==> src/rtl/regfile_pkg.sv <==
// Shared types and helpers for regfile_mp and its scoreboard.
// Optional same-cycle write bypass is enabled with the REGFILE_BYPASS_EN macro.
package regfile_pkg;

    localparam int DEF_XLEN = 32;
    localparam int DEF_NREG = 32;

    // Upper bound on write ports handled by the priority resolver.
    localparam int MAX_WP   = 32;
    localparam int WP_IDX_W = 5;

    typedef enum logic [0:0] {
        CLR_IDLE  = 1'b0,
        CLR_SWEEP = 1'b1
    } clr_state_t;

    typedef struct packed {
        logic                hit;
        logic [WP_IDX_W-1:0] port;
    } wr_sel_t;

    // hits[p] is set when write port p targets the address of interest;
    // the highest-indexed hitting port wins.
    function automatic wr_sel_t wr_winner(input logic [MAX_WP-1:0] hits);
        wr_sel_t sel;
        sel = '0;
        for (int p = 0; p < MAX_WP; p++) begin
            if (hits[p]) begin
                sel.hit  = 1'b1;
                sel.port = WP_IDX_W'(p);
            end
        end
        return sel;
    endfunction

endpackage

==> src/rtl/regfile_scoreboard.sv <==
// Pending-write scoreboard: one busy bit per register, set on issue,
// cleared on writeback, flushed all at once by the soft-clear engine.
module regfile_scoreboard
    import regfile_pkg::*;
#(
    parameter int NREG = DEF_NREG,
    parameter int NWP  = 2
) (
    input  logic                          i_clk,
    input  logic                          i_rst,
    input  logic                          i_flush,
    input  logic                          i_issue_en,
    input  logic [$clog2(NREG)-1:0]       i_issue_addr,
    input  logic [NWP-1:0]                i_wr_en,
    input  logic [NWP*$clog2(NREG)-1:0]   i_wr_addr,
    output logic [NREG-1:0]               o_busy
);

    localparam int AW = $clog2(NREG);

    logic [NREG-1:0] busy_q;
    logic [NREG-1:0] busy_d;

    // Issue is applied after the write clears so it wins on a shared address.
    always_comb begin
        busy_d = busy_q;
        for (int p = 0; p < NWP; p++) begin
            if (i_wr_en[p]) begin
                busy_d[i_wr_addr[p*AW +: AW]] = 1'b0;
            end
        end
        if (i_issue_en) begin
            busy_d[i_issue_addr] = 1'b1;
        end
        busy_d[0] = 1'b0;
    end

    always_ff @(posedge i_clk or negedge i_rst) begin
        if (!i_rst) begin
            busy_q <= '0;
        end else if (i_flush) begin
            busy_q <= '0;
        end else begin
            busy_q <= busy_d;
        end
    end

    assign o_busy = busy_q;

endmodule

==> src/rtl/regfile_mp.sv <==
// Multi-port integer register file with pending-write scoreboard and a
// sequenced soft-clear engine. Define REGFILE_BYPASS_EN for same-cycle bypass.
module regfile_mp
    import regfile_pkg::*;
#(
    parameter int XLEN = DEF_XLEN,
    parameter int NREG = DEF_NREG,
    parameter int NRP  = 2,
    parameter int NWP  = 2
) (
    input  logic                          i_clk,
    input  logic                          i_rst,
    input  logic [NRP*$clog2(NREG)-1:0]   i_rs_addr,
    output logic [NRP*XLEN-1:0]           o_rs_data,
    output logic [NRP-1:0]                o_rs_busy,
    input  logic [NWP-1:0]                i_wr_en,
    input  logic [NWP*$clog2(NREG)-1:0]   i_wr_addr,
    input  logic [NWP*XLEN-1:0]           i_wr_data,
    input  logic                          i_issue_en,
    input  logic [$clog2(NREG)-1:0]       i_issue_addr,
    input  logic                          i_clr,
    output logic                          o_clr_busy,
    output clr_state_t                    o_clr_state
);

    localparam int AW = $clog2(NREG);

    clr_state_t      clr_state, clr_state_d;
    logic [AW-1:0]   clr_cnt, clr_cnt_d;
    logic            sb_flush;
    logic            sweep;

    logic [XLEN-1:0] regs [NREG];
    logic [NREG-1:0] sb_busy;

    logic [AW-1:0]   wr_addr [NWP];
    logic [XLEN-1:0] wr_data [NWP];
    logic [NWP-1:0]  wr_en_ok;
    logic            issue_ok;

    logic [NREG-1:0] reg_we;
    logic [XLEN-1:0] reg_wd [NREG];

    assign sweep    = (clr_state == CLR_SWEEP);
    assign issue_ok = i_issue_en && !sweep && (i_issue_addr != '0);

    for (genvar p = 0; p < NWP; p++) begin : g_wport
        assign wr_addr[p]  = i_wr_addr[p*AW +: AW];
        assign wr_data[p]  = i_wr_data[p*XLEN +: XLEN];
        assign wr_en_ok[p] = i_wr_en[p] && !sweep && (wr_addr[p] != '0);
    end

    // Resolved write per register; also the bypass source for reads.
    for (genvar r = 0; r < NREG; r++) begin : g_wsel
        logic [MAX_WP-1:0] hits;
        wr_sel_t           sel;
        logic [XLEN-1:0]   wd;
        always_comb begin
            hits = '0;
            for (int p = 0; p < NWP; p++) begin
                hits[p] = wr_en_ok[p] && (wr_addr[p] == AW'(r));
            end
            sel = wr_winner(hits);
            wd  = '0;
            for (int p = 0; p < NWP; p++) begin
                if (sel.port == WP_IDX_W'(p)) begin
                    wd = wr_data[p];
                end
            end
        end
        assign reg_we[r] = sel.hit;
        assign reg_wd[r] = wd;
    end

    // i_clr is a level request taken only in CLR_IDLE; o_clr_busy acknowledges
    // by staying high for the whole sweep, during which all traffic is dropped.
    always_comb begin
        clr_state_d = clr_state;
        clr_cnt_d   = clr_cnt;
        sb_flush    = 1'b0;
        case (clr_state)
            CLR_IDLE: begin
                if (i_clr) begin
                    clr_state_d = CLR_SWEEP;
                    clr_cnt_d   = AW'(1);
                    sb_flush    = 1'b1;
                end
            end
            CLR_SWEEP: begin
                clr_cnt_d = clr_cnt + 1'b1;
                if (clr_cnt == AW'(NREG - 1)) begin
                    clr_state_d = CLR_IDLE;
                    clr_cnt_d   = '0;
                end
            end
            default: clr_state_d = CLR_IDLE;
        endcase
    end

    always_ff @(posedge i_clk or negedge i_rst) begin
        if (!i_rst) begin
            clr_state <= CLR_IDLE;
            clr_cnt   <= '0;
        end else begin
            clr_state <= clr_state_d;
            clr_cnt   <= clr_cnt_d;
        end
    end

    always_ff @(posedge i_clk or negedge i_rst) begin
        if (!i_rst) begin
            for (int r = 0; r < NREG; r++) begin
                regs[r] <= '0;
            end
        end else if (sweep) begin
            regs[clr_cnt] <= '0;
        end else begin
            for (int r = 1; r < NREG; r++) begin
                if (reg_we[r]) begin
                    regs[r] <= reg_wd[r];
                end
            end
        end
    end

    regfile_scoreboard #(
        .NREG (NREG),
        .NWP  (NWP)
    ) u_scoreboard (
        .i_clk        (i_clk),
        .i_rst        (i_rst),
        .i_flush      (sb_flush),
        .i_issue_en   (issue_ok),
        .i_issue_addr (i_issue_addr),
        .i_wr_en      (wr_en_ok),
        .i_wr_addr    (i_wr_addr),
        .o_busy       (sb_busy)
    );

    for (genvar k = 0; k < NRP; k++) begin : g_rport
        logic [AW-1:0]   ra;
        logic [XLEN-1:0] rd;
        logic            rb;
        assign ra = i_rs_addr[k*AW +: AW];
        always_comb begin
            rd = '0;
            rb = 1'b0;
            if (!sweep && (ra != '0)) begin
                rd = regs[ra];
                rb = sb_busy[ra];
`ifdef REGFILE_BYPASS_EN
                if (reg_we[ra]) begin
                    rd = reg_wd[ra];
                    if (!(issue_ok && (i_issue_addr == ra))) begin
                        rb = 1'b0;
                    end
                end
`endif
            end
        end
        assign o_rs_data[k*XLEN +: XLEN] = rd;
        assign o_rs_busy[k]              = rb;
    end

    assign o_clr_busy  = sweep;
    assign o_clr_state = clr_state;

endmodule
==> config.mk <==
export PLATFORM = sky130hd
export DESIGN_NAME = regfile_mp
export DESIGN_NICKNAME = d
export VERILOG_FILES = /design/src/rtl/regfile_pkg.sv /design/src/rtl/regfile_scoreboard.sv /design/src/rtl/regfile_mp.sv
export SDC_FILE = /design/constraint.sdc
export NUM_CORES = 2
export LEC_CHECK = 0
export CAP_MARGIN = 15
export CORE_ASPECT_RATIO = 1.4
export CORE_MARGIN = 2
export CORE_UTILIZATION = 40
export DETAILED_ROUTE_END_ITERATION = 12
export GPL_TIMING_DRIVEN = 0
export SYNTH_ARGS = -nofsm -noshare
export SYNTH_HDL_FRONTEND = slang
export SYNTH_SLANG_ARGS = --single-unit
==> constraint.sdc <==
create_clock -name i_clk -period 5.8 [get_ports i_clk]
set_input_delay 1.74 -clock i_clk [delete_from_list [all_inputs] [get_ports i_clk]]
set_output_delay 1.74 -clock i_clk [all_outputs]
set_load 0.01 [all_outputs]
==> flow_metrics.py <==
metrics = {
    "sta": {
        "fmax_ghz": 0.170,
        "relSlewSlack_pct": 2.05,
        "holdWs_ps": 508,
        "finalHoldViolations": 0,
        "tightest_slew_ps": 1470,
        "setup_ws_ps": -91.1,
        "fin_skew_ps": 27.4,
        "fin_crit_ps": 5890,
        "finalSetupViolCount": 12,
        "finalCritPeriodShare_pct": 102,
        "slew_viol_final": 0,
    },
    "job": {
        "drv_cap": 0,
    },
    "worst_setup_path": {
        "worstPathArrival_ps": 4150,
        "rr_endpoint": "regs[146]$_DFFE_PN0P_",
        "critPathRequiredTime_ps": 4060,
        "critPathKind": "primary input to output pin",
        "start_kind": "primary input",
        "critPathLaunch": "i_rs_addr[6]",
        "ff2ff_setup_slack_ps": 2050,
        "r2r_start": "o_clr_busy$_DFF_PN0_",
        "reg2reg_depth": 7,
        "cp_max_fo": 10,
        "end_kind": "output pin",
    },
    "placement": {
        "pre_cts_slack_ps": -2150,
        "gp_congestion": 0.983,
        "dpl_cell_area_um2": 72100,
        "port_buffers": 155,
        "hpwl_um": 228000,
    },
    "die": {
        "dieArea_um2": 172000,
        "fp-row-count": 178,
        "start_util_pct": 40.2,
        "core_um2": 168000,
        "die_w_um": 351,
        "ios": 163,
        "die_y_um": 490,
    },
    "pwr": {
        "ir_worst_vdd_mv": 0.266,
        "p_leak_nw": 34.2,
        "pwr-share-seq_pct": 41.3,
        "power.density_nw_per_um2": 362,
        "combPwrFrac_pct": 30.3,
        "p_int_mw": 18.6,
        "clkPwrFrac_pct": 28.4,
        "p_switching_mw": 10.0,
        "netSwitchingFraction_pct": 35.0,
    },
    "global_route": {
        "grt_first_pass_wirelength_um": 428000,
        "track_usage_pct": 35.1,
        "grt_pass1_vias": 55500,
        "grt_antenna_before_repair": 17,
        "grt_max_degree": 157,
        "gr-total-overflow": 0,
    },
    "clock_network": {
        "cts_buffer_depth": 3,
        "cts-root-buf": "clkbuf_16",
        "path_clk_slew_ps": 60,
        "tritoncts": "built",
        "clk_latency_ps": 780,
        "htree_levels": 3,
        "clock_sinks": 1061,
        "cts_buffers": 116,
    },
    "synthesis": {
        "synth.distinct_cells": 54,
        "async_flop_share_pct": 100,
        "synthCells": 5507,
        "yosysSeqAreaShare_pct": 39.3,
        "synth_area_per_cell_um2": 12.3,
        "synth-seq-cells": 1061,
        "synthFlopType": "dfrtp_1",
        "syn_area_um2": 67500,
        "yosysWarnings": 0,
        "synthesis.nets": 5607,
        "synth-edff-count": 0,
    },
    "status": {
        "violations": "setup timing",
        "outcome": "finished with violations",
    },
    "finish": {
        "final_util_pct": 47.1,
        "finalInstanceArea_um2": 79200,
        "final_common_cell": "mux2i_1",
        "drive_gt1_share_pct": 23.5,
        "final_nets": 5907,
        "final_cell_mix": "mux2i_1 (1244), dfrtp_1 (1061), mux4_2 (526), o2bb2ai_1 (512), nand3_1 (399)",
        "syn_to_final_growth_pct": 17.2,
    },
    "routing": {
        "wire_per_inst_um": 37.3,
        "drc_errors": 0,
        "wirelength_um": 305000,
        "viasPerCell": 6.80,
        "vias": 55500,
        "drt-initial-drc-count": 6994,
        "drtAntennaViolNets": 0,
        "first_pass_iters": 6,
    },
    "hold_path": {
        "min_from": "regs[372]$_DFFE_PN0P_",
        "hold_end": "regs[372]$_DFFE_PN0P_",
        "hp-class": "flip-flop to flip-flop",
        "holdPathStages": 1,
    },
}
==> metal layers <==
| layer | global-route usage, % | part of all wire (%) | vias up |
|---|---|---|---|
| li1 | - | - | 22100 |
| met1 | 43.0 | 36 | 28900 |
| met2 | 51.7 | 44 | 3529 |
| met3 | 9.13 | 9.5 | 981 |
| met4 | 28.8 | 10 | 8 |
| met5 | 0 | 0.019 | - |
==> power by group through the flow <==
| stage | Sequential (mW) | Combinational [mW] | Clock (mW) |
|---|---|---|---|
| 2_1_floorplan | 10.9 | 5.47 | 0 |
| 3_3_place_gp | 11.7 | 7.63 | 0 |
| 3_5_place_dp | 11.8 | 7.83 | 0 |
| 4_1_cts | 11.7 | 8.48 | 8.15 |
| 5_1_grt | 12.0 | 9.10 | 8.43 |
| 6_report | 11.8 | 8.68 | 8.13 |
==> synthesized netlist by cell type (all sizes together), types with 4 or more instances <==
master   instances  area share, %
and3            19           0.18
clkbuf         391            2.2
a22oi           20           0.22
o21ai          390            2.9
a21boi          16           0.28
ha               5          0.093
nand3          403            3.0
mux2i         1355             20
nand2          123           0.69
buf            372            3.1
nor3b           10           0.12
o22a            65           0.84
and2            40           0.37
a32oi           36           0.71
nor2            36           0.20
nor3             6          0.044
o2bb2ai        512            6.6
inv              5          0.028
a21oi            4          0.030
mux4           526             18
nor2b           10          0.093
and3b            7          0.091
o221ai          65           0.84
nand2b           5          0.046
dfrtp         1061             39
==> cell families (layout without fill, tap and decap cells) <==
group	count (synthesis)	after routing	synth area share, %
other	0	9	0
XOR/XNOR	2	2	0.0259
buffers and inverters	768	1165	5.30
multiplexers	1881	1881	37.6
AND/OR/NAND/NOR	673	673	5.06
adder cells (fa/ha/maj)	5	5	0.0926
flip-flops	1061	1061	39.3
AO/OA/AOI/OAI	1117	1117	12.6
==> critical path, cell delays in order <==
cell and delay, ps:
clkbuf_4 250, buf_8 240, clkbuf_8 230, mux4_2 380, mux2i_4 260, o22a_4 240, o221ai_1 230, clkdlybuf4s50_1 560
==> per-stage QoR <==
| stage | power [mW] | instances | setup TNS, ps |
|---|---|---|---|
| 2_1_floorplan | 16.4 | 5507 | 0 |
| 5_1_grt | 29.5 | 8157 | -5.19 |
| 3_3_place_gp | 19.4 | 7912 | - |
| 3_5_place_dp | 19.6 | 7921 | -110460 |
| 4_1_cts | 28.3 | 8139 | -1470 |
| 6_report | 28.6 | 8163 | -360 |
==> how the worst max path moves through the flow <==
stage                                       end  cells past startpoint
after floorplan                    o_rs_busy[1]                      8
after global placement    regs[650]$_DFFE_PN0P_                      1
after detailed placement          o_rs_data[17]                      8
after CTS                         o_rs_data[47]                      7
after global routing              o_rs_data[44]                      8
final                             o_rs_data[55]                      8
==> sequential cells by signal, summed over array words and instances, names as in the netlist <==
register / cells
clr_cnt: 5
u_scoreboard.o_busy: 31
o_clr_busy: 1
regs: 1024
==> timing repair <==
action                                  in CTS  in global routing
resized for setup                          697                 80
pin swaps                                    8                  5
cloned                                       1                  0
hold buffers                                 0                  0
setup buffers                                5                 14
endpoints found under the hold margin        0                  0
endpoints found under the setup margin      66                 39
==> final cells by class <==
class	instances	area (µm²)
antenna	9	22.5
buffer	760	4640
clock buffer	184	3590
clock inverter	31	439
fill	15300	88800
inverter	5	18.8
multi-input combinational	3678	39100
sequential	1061	26600
tap	2250	2820
timing repair buffer	185	2020
Power figures use the tool's default switching activity.
